$ cat config.mk
export PLATFORM = sky130hd
export DESIGN_NAME = gpr_writeback
export DESIGN_NICKNAME = d
export VERILOG_FILES = /design/src/rtl/gpr_writeback_pkg.sv /design/src/rtl/gpr_writeback_wb_fifo.sv /design/src/rtl/gpr_writeback.sv
export SDC_FILE = /design/constraint.sdc
export NUM_CORES = 1
export LEC_CHECK = 0
export ABC_AREA = 1
export CORE_MARGIN = 2
export CORE_UTILIZATION = 46
export DETAILED_ROUTE_END_ITERATION = 12
export PLACE_DENSITY = 0.82
export SLEW_MARGIN = 0
export SYNTH_ARGS = -nofsm -noshare
export SYNTH_HDL_FRONTEND = slang
export SYNTH_SLANG_ARGS = --single-unit
$ cat constraint.sdc
create_clock -name clk -period 3.4 [get_ports clk]
set_input_delay 1.02 -clock clk [delete_from_list [all_inputs] [get_ports clk]]
set_output_delay 1.02 -clock clk [all_outputs]
set_load 0.03 [all_outputs]
$ cat src/rtl/gpr_writeback_pkg.sv
// rtl/gpr_writeback_pkg.sv - shared constants and queued-entry field layout for gpr_writeback
package gpr_writeback_pkg;

    // Architectural register numbers with special handling.
    localparam int REG_ZERO     = 0;
    localparam int OVERFLOW_REG = 30;

    // A queued entry is packed MSB to LSB as {valid, addr, data, of_en, overflow}.
    // The widths are parameters of the user, so the layout is given as bit offsets.
    localparam int OVF_BIT  = 0;
    localparam int OFEN_BIT = 1;
    localparam int DATA_LSB = 2;

    function automatic int entry_w(input int addr_w, input int data_w);
        return data_w + addr_w + 3;
    endfunction

    function automatic int addr_lsb(input int data_w);
        return DATA_LSB + data_w;
    endfunction

    function automatic int valid_bit(input int addr_w, input int data_w);
        return DATA_LSB + data_w + addr_w;
    endfunction

endpackage

$ cat src/rtl/gpr_writeback_wb_fifo.sv
// rtl/gpr_writeback_wb_fifo.sv - DEPTH-entry sync FIFO exposing every slot for associative search
module wb_fifo #(
    parameter int DEPTH = 4,
    parameter int W     = 8
) (
    input  logic                       clk,
    input  logic                       rst,
    input  logic                       push,
    input  logic [W-1:0]               din,
    input  logic                       pop,
    output logic [$clog2(DEPTH):0]     count,
    output logic [$clog2(DEPTH)-1:0]   head_ptr,
    output logic [W-1:0]               head_data,
    output logic [W-1:0]               entries [DEPTH],
    output logic [DEPTH-1:0]           live
);
    localparam int PW = $clog2(DEPTH);
    localparam int CW = PW + 1;

    logic [W-1:0]  mem [DEPTH];
    logic [PW-1:0] head;
    logic [PW-1:0] tail;
    logic          do_push;
    logic          do_pop;

    // Guard against overrun/underrun so a misbehaving caller cannot corrupt the count.
    assign do_push = push && (count < CW'(DEPTH));
    assign do_pop  = pop && (count != '0);

    // Pointer and occupancy update; pointers wrap naturally because DEPTH is a power of two.
    always_ff @(posedge clk) begin
        if (rst) begin
            head  <= '0;
            tail  <= '0;
            count <= '0;
        end else begin
            if (do_push) tail <= tail + PW'(1);
            if (do_pop)  head <= head + PW'(1);
            count <= count + CW'(do_push) - CW'(do_pop);
        end
    end

    // Storage carries no reset; stale slots are masked by live.
    always_ff @(posedge clk) begin
        if (do_push && !rst) mem[tail] <= din;
    end

    // A slot is live when its distance from the head is below the occupancy.
    always_comb begin
        live = '0;
        for (int i = 0; i < DEPTH; i++) begin
            live[i] = CW'(PW'(i) - head) < count;
        end
    end

    assign head_ptr  = head;
    assign head_data = mem[head];
    assign entries   = mem;

endmodule

$ cat src/rtl/gpr_writeback.sv
// rtl/gpr_writeback.sv - register-file write queue with decode forwarding (optional WB_FWD_EN)
module gpr_writeback
    import gpr_writeback_pkg::*;
#(
    parameter int DEPTH  = 4,
    parameter int DATA_W = 32,
    parameter int ADDR_W = 5
) (
    input  logic                      clk,
    input  logic                      rst,
    input  logic                      in_valid,
    output logic                      in_ready,
    input  logic [ADDR_W-1:0]         in_addr,
    input  logic [DATA_W-1:0]         in_data,
    input  logic                      in_of_en,
    input  logic                      in_overflow,
    input  logic                      wb_hold,
    output logic                      write_en,
    output logic [ADDR_W-1:0]         write_addr,
    output logic [DATA_W-1:0]         write_data,
    output logic                      of_write_en,
    output logic                      overflow,
    input  logic [ADDR_W-1:0]         fwd_addr_1,
    input  logic [ADDR_W-1:0]         fwd_addr_2,
    output logic                      fwd_hit_1,
    output logic                      fwd_hit_2,
    output logic [DATA_W-1:0]         fwd_data_1,
    output logic [DATA_W-1:0]         fwd_data_2,
    output logic                      of_pending,
    output logic [$clog2(DEPTH):0]    count
);
    localparam int PW     = $clog2(DEPTH);
    localparam int CW     = PW + 1;
    localparam int EW     = entry_w(ADDR_W, DATA_W);
    localparam int A_LSB  = addr_lsb(DATA_W);
    localparam int V_BIT  = valid_bit(ADDR_W, DATA_W);

    logic            push;
    logic            pop;
    logic            trap;
    logic [EW-1:0]   din;
    logic [EW-1:0]   head_data;
    logic [EW-1:0]   entries [DEPTH];
    logic [PW-1:0]   head_ptr;
    logic [DEPTH-1:0] live;

    // Writes to $0 are dropped at the door unless they carry an overflow trap.
    assign trap     = in_of_en && in_overflow;
    assign in_ready = count < CW'(DEPTH);
    assign push     = in_valid && in_ready && !((in_addr == ADDR_W'(REG_ZERO)) && !trap);
    // Reset blocks the drain so a queued write cannot commit in the reset cycle.
    assign pop      = !rst && (count != '0) && !wb_hold;
    assign din      = {1'b1, in_addr, in_data, in_of_en, in_overflow};

    wb_fifo #(
        .DEPTH (DEPTH),
        .W     (EW)
    ) u_fifo (
        .clk       (clk),
        .rst       (rst),
        .push      (push),
        .din       (din),
        .pop       (pop),
        .count     (count),
        .head_ptr  (head_ptr),
        .head_data (head_data),
        .entries   (entries),
        .live      (live)
    );

    // Register-file write port driven straight from the head entry while draining.
    always_comb begin
        write_en    = 1'b0;
        write_addr  = '0;
        write_data  = '0;
        of_write_en = 1'b0;
        overflow    = 1'b0;
        if (pop) begin
            write_en    = 1'b1;
            write_addr  = head_data[A_LSB +: ADDR_W];
            write_data  = head_data[DATA_LSB +: DATA_W];
            of_write_en = head_data[OFEN_BIT];
            overflow    = head_data[OVF_BIT];
        end
    end

    // Any queued trapping entry makes decode hold off reads of the overflow register.
    always_comb begin
        of_pending = 1'b0;
        for (int i = 0; i < DEPTH; i++) begin
            if (live[i] && entries[i][OFEN_BIT] && entries[i][OVF_BIT]) of_pending = 1'b1;
        end
    end

`ifdef WB_FWD_EN
    function automatic logic fwd_match(input logic [EW-1:0] e, input logic [ADDR_W-1:0] a);
        return e[V_BIT] && (a != ADDR_W'(REG_ZERO)) && (e[A_LSB +: ADDR_W] == a)
               && !(e[OFEN_BIT] && e[OVF_BIT]);
    endfunction

    // Walk oldest to newest so the youngest matching entry overrides earlier ones.
    always_comb begin
        logic [PW-1:0] idx;
        fwd_hit_1  = 1'b0;
        fwd_hit_2  = 1'b0;
        fwd_data_1 = '0;
        fwd_data_2 = '0;
        idx        = '0;
        for (int k = 0; k < DEPTH; k++) begin
            idx = head_ptr + PW'(k);
            if (CW'(k) < count) begin
                if (fwd_match(entries[idx], fwd_addr_1)) begin
                    fwd_hit_1  = 1'b1;
                    fwd_data_1 = entries[idx][DATA_LSB +: DATA_W];
                end
                if (fwd_match(entries[idx], fwd_addr_2)) begin
                    fwd_hit_2  = 1'b1;
                    fwd_data_2 = entries[idx][DATA_LSB +: DATA_W];
                end
            end
        end
    end
`else
    // Without forwarding decode stalls on a non-empty queue instead.
    assign fwd_hit_1  = 1'b0;
    assign fwd_hit_2  = 1'b0;
    assign fwd_data_1 = '0;
    assign fwd_data_2 = '0;

    logic unused_fwd;
    assign unused_fwd = ^{fwd_addr_1, fwd_addr_2, head_ptr};
`endif

endmodule

==> flow_results.org <==
** Clocking
- Number of buffers inserted by post-CTS setup repair :: 0
- In this run the clock root is driven by a clkbuf_16.
- Clock-pin transition on the worst setup and hold timing paths :: roughly 0.050 ns
- Total clock buffers created by CTS :: 17
- Deepest clock path buffer count :: 2
- Hold repair after CTS inserted 0 buffers.
- The H-tree was split into 4 levels.
- Clock latency on the worst-skew pair :: 0.42 ns
- TritonCTS built the clock tree.
- CTS saw 163 sinks.

** Final layout
- Compared with the post-synthesis result, the final layout area differs by 20.9%.
- Ratio of cells with drive above 1 in the final layout :: 13.6%
- Once layout is done, the placed cells without fillers occupy 0.00876 mm².
- Final standard cell count with taps included and fillers excluded :: 953
- Antenna Diode Count :: 0
- Area occupied by multi-input gates :: 0.00193 mm²
- The final layout contains 800 nets.
- Counting the fill cells in the layout gives 1202.
- Register cell area after layout :: 0.00483 mm²

** Detailed routing
- DRC violations left :: 0
- Detailed-route wire length :: 14000 µm
- First DRT Iteration DRCs :: 225
- Routed len/inst :: 14.6 µm
- Number of vias per cell :: 4.81
- Number of iterations in the first detailed-routing pass :: 5
- In this run the remaining antenna-violating nets after routing total 0.
- For this block, the via count after detailed routing is 4582.

** Critical path
- CP Capture Type :: output port
- In this run the worst path has a maximum fanout of 18.
- Data arrival at the endpoint of the critical path :: 2.34 ns
- Crit path required time :: between 2 and 2.5 ns
- Kind of critical path :: in -> out
- In this run the register-to-register setup slack is about 0.95 ns.
- The worst setup path is launched from a primary input.

** Yosys
- The top cell type by area accounts for between 60% and 70% of the synthesized area.
- In this run, distinct cell masters in the synthesized netlist total 23.
- Yosys printed 0 warnings.
- Yosys mapped a number of flops with a built-in enable equal to 156.
- Most used flip-flop cell after synthesis :: edfxtp_1
- Cell area after synthesis :: 0.00724 mm²
- The average instance in the mapped netlist occupies ~11 µm².
- The largest total area in the synthesized netlist belongs to edfxtp_1.
- Cells taking the most area after synthesis :: edfxtp_1 65%, nor2_1 8.8%, buf_4 7.4%
- Counting flops with an async set or reset pin after synthesis yields a share of 0%.
- Number of flip-flops and latches in the synthesized netlist :: 163
- Counting every instance in the synthesized netlist gives 638.
- Seq/Total Area, Yosys :: between 60% and 70%

** Timing
- After layout, the worst path uses a little over nine tenths of the clock period.
- Setup slack closes at approximately 0.038 ns.
- Final number of hold-violating endpoints :: 0
- Total negative slack :: 0 ns
- Static timing analysis puts the maximum clock frequency at roughly 0.30 GHz.
- Subtracting the final worst setup slack from the clock period gives 3.36 ns.
- Endpoints failing setup :: 0
- Measured against its own limit, the worst slew margin works out to 50.1%.
- Setup repair after global routing left no endpoint under its margin.
- Final-report max-slew violation count :: 0
- Clock skew on the completed layout was measured at approximately 0.0069 ns.
- For the pin with the worst max-slew slack, the measured transition is 0.748 ns.

** Floorplanning
- Die height :: 129 µm
- # rows :: 45
- Starting density of the core :: between 40% and 50%
- Chip Width :: between 100 and 150 µm
- Boundary pin count :: 164
- The die covers 0.0168 mm².
- The region available for standard cell placement spans 0.0153 mm².

** Global routing
- The number of global-route vias before repair was 4398.
- Pin count of the biggest net entering global routing :: just over 80
- First-pass GRT wire length :: 21500 µm
- Summed over all layers, the global routing overflow is 0.
- Number of antenna violations at the first check in global routing :: 0
- Global router's overall resource usage :: 17.4%

** Power
- For this design the ratio of total power to cell area is roughly 650 mW/mm².
- The worst-case IR drop observed on VDD is ~0.35 mV.
- Leakage power :: 3.34 nW

** Placed design
- Count of port buffers added during placement :: 87
- Post-placement cell area :: slightly above 0.008 mm²
- Cell total after placement :: 923
- Routability-driven placement congestion ratio :: 0.815
- Post-detailed-placement half-perimeter wirelength :: 8300 µm
- Worst-case setup slack after placement :: 0.00543 ns

** Status
- Outcome :: completed

** Run
- Max-cap violations in this run came to 0.

** Min path
- Worst min-delay path category :: reg -> reg
## synth_stat cells (2+ instances only)
master and count:
buf_6 2, clkbuf_1 5, buf_2 13, o21ai_0 60
buf_4 71, o21ai_1 19, or2_2 2, edfxtp_1 156
inv_2 3, inv_1 30, nand3_1 7, clkbuf_2 4
ha_1 15, a21oi_1 45, nor2_1 169, dfxtp_1 7
nand2_1 24
## sequential cells by signal, summed over array words and instances (netlist names)
signal,count
u_fifo.entries,156
u_fifo.count,3
u_fifo.head_ptr,2
u_fifo.tail,2
## critical path, cell delays in order
cell	delay (ns)
clkdlybuf4s50_1	0.43
inv_1	0.09
nand3_2	0.17
buf_12	0.21
a21oi_1	0.20
buf_4	0.20
## what timing repair did
action	CTS	global route
resized for setup	0	4
endpoints found under the setup margin	0	4
hold endpoints to repair	0	0
## placed cells by master, fill, tap and decap left out
cell type / Yosys / layout
buf_4: 71 / 48
clkbuf_16: 0 / 17
bufinv_16: 0 / 4
clkinvlp_4: 0 / 3
nor2_2: 1 / 1
clkinv_4: 0 / 1
nor2_1: 169 / 165
inv_2: 3 / 3
nand2_1: 24 / 24
clkdlybuf4s50_1: 0 / 46
a21oi_1: 45 / 41
nand3_1: 7 / 7
fa_1: 1 / 1
dfxtp_2: 0 / 2
xor2_1: 1 / 1
or2_2: 2 / 2
clkbuf_1: 5 / 3
nor2_4: 0 / 4
nor3b_1: 1 / 1
o21ai_1: 19 / 19
edfxtp_1: 156 / 156
a21oi_2: 0 / 4
nand3_2: 1 / 1
conb_1: 1 / 66
dfxtp_1: 7 / 5
buf_12: 0 / 10
inv_1: 30 / 30
o21ai_0: 60 / 60
clkinv_1: 0 / 1
ha_1: 15 / 15
clkinv_2: 0 / 1
## where the power goes
part / total [mW] / internal [mW] / switching (mW)
Combinational: 1.44 / 0.479 / 0.964
Sequential: 2.37 / 2.33 / 0.0438
Clock: 1.91 / 1.22 / 0.695
Total: 5.73 / 4.02 / 1.70
## stage by stage
step	power (mW)	hold WS [ns]	util (%)
2_1_floorplan	3.43	0.497	-
3_3_place_gp	3.82	0.514	53.2
3_5_place_dp	3.86	0.539	53.2
4_1_cts	5.76	0.546	57.1
5_1_grt	6.01	0.580	57.2
6_report	5.73	0.544	57.2
## area by class of cell
| cell class | count | area share, % |
|---|---|---|
| multi-input cells | 412 | 22.0 |
| flip-flops and latches | 163 | 55.1 |
| clock inverters | 10 | 1.83 |
| clock buffers | 20 | 4.99 |
| well taps | 211 | 3.01 |
| inverters | 33 | 1.41 |
| repair buffers | 104 | 11.7 |
## final timing paths
| kind | start | to | depth (start not counted) |
|---|---|---|---|
| max | rst | write_data[14] | 6 |
| min | u_fifo.tail[0] | u_fifo.tail[0] | 2 |
| min reg2reg | u_fifo.tail[0] | u_fifo.tail[0] | 2 |
| max reg2reg | u_fifo.count[1] | u_fifo.count[2] | 11 |
## kinds of logic after synthesis
group,after synthesis,share of synthesized area [%]
AND/OR/NAND/NOR,205,11.0
flip-flops,163,66.6
buffers and inverters,128,10.8
AO/OA/AOI/OAI,124,8.57
adder cells (fa/ha/maj),16,2.87
XOR/XNOR,1,0.121
other,1,0.0518
## metal layers
layer	share of wire (%)	up-vias	GRT usage, %
li1	-	2225	-
met3	6.6	18	4.09
met1	40	2152	19.1
met5	0	-	0
met4	1.9	0	9.49
met2	52	187	31.0
Power figures use the tool's default switching activity.
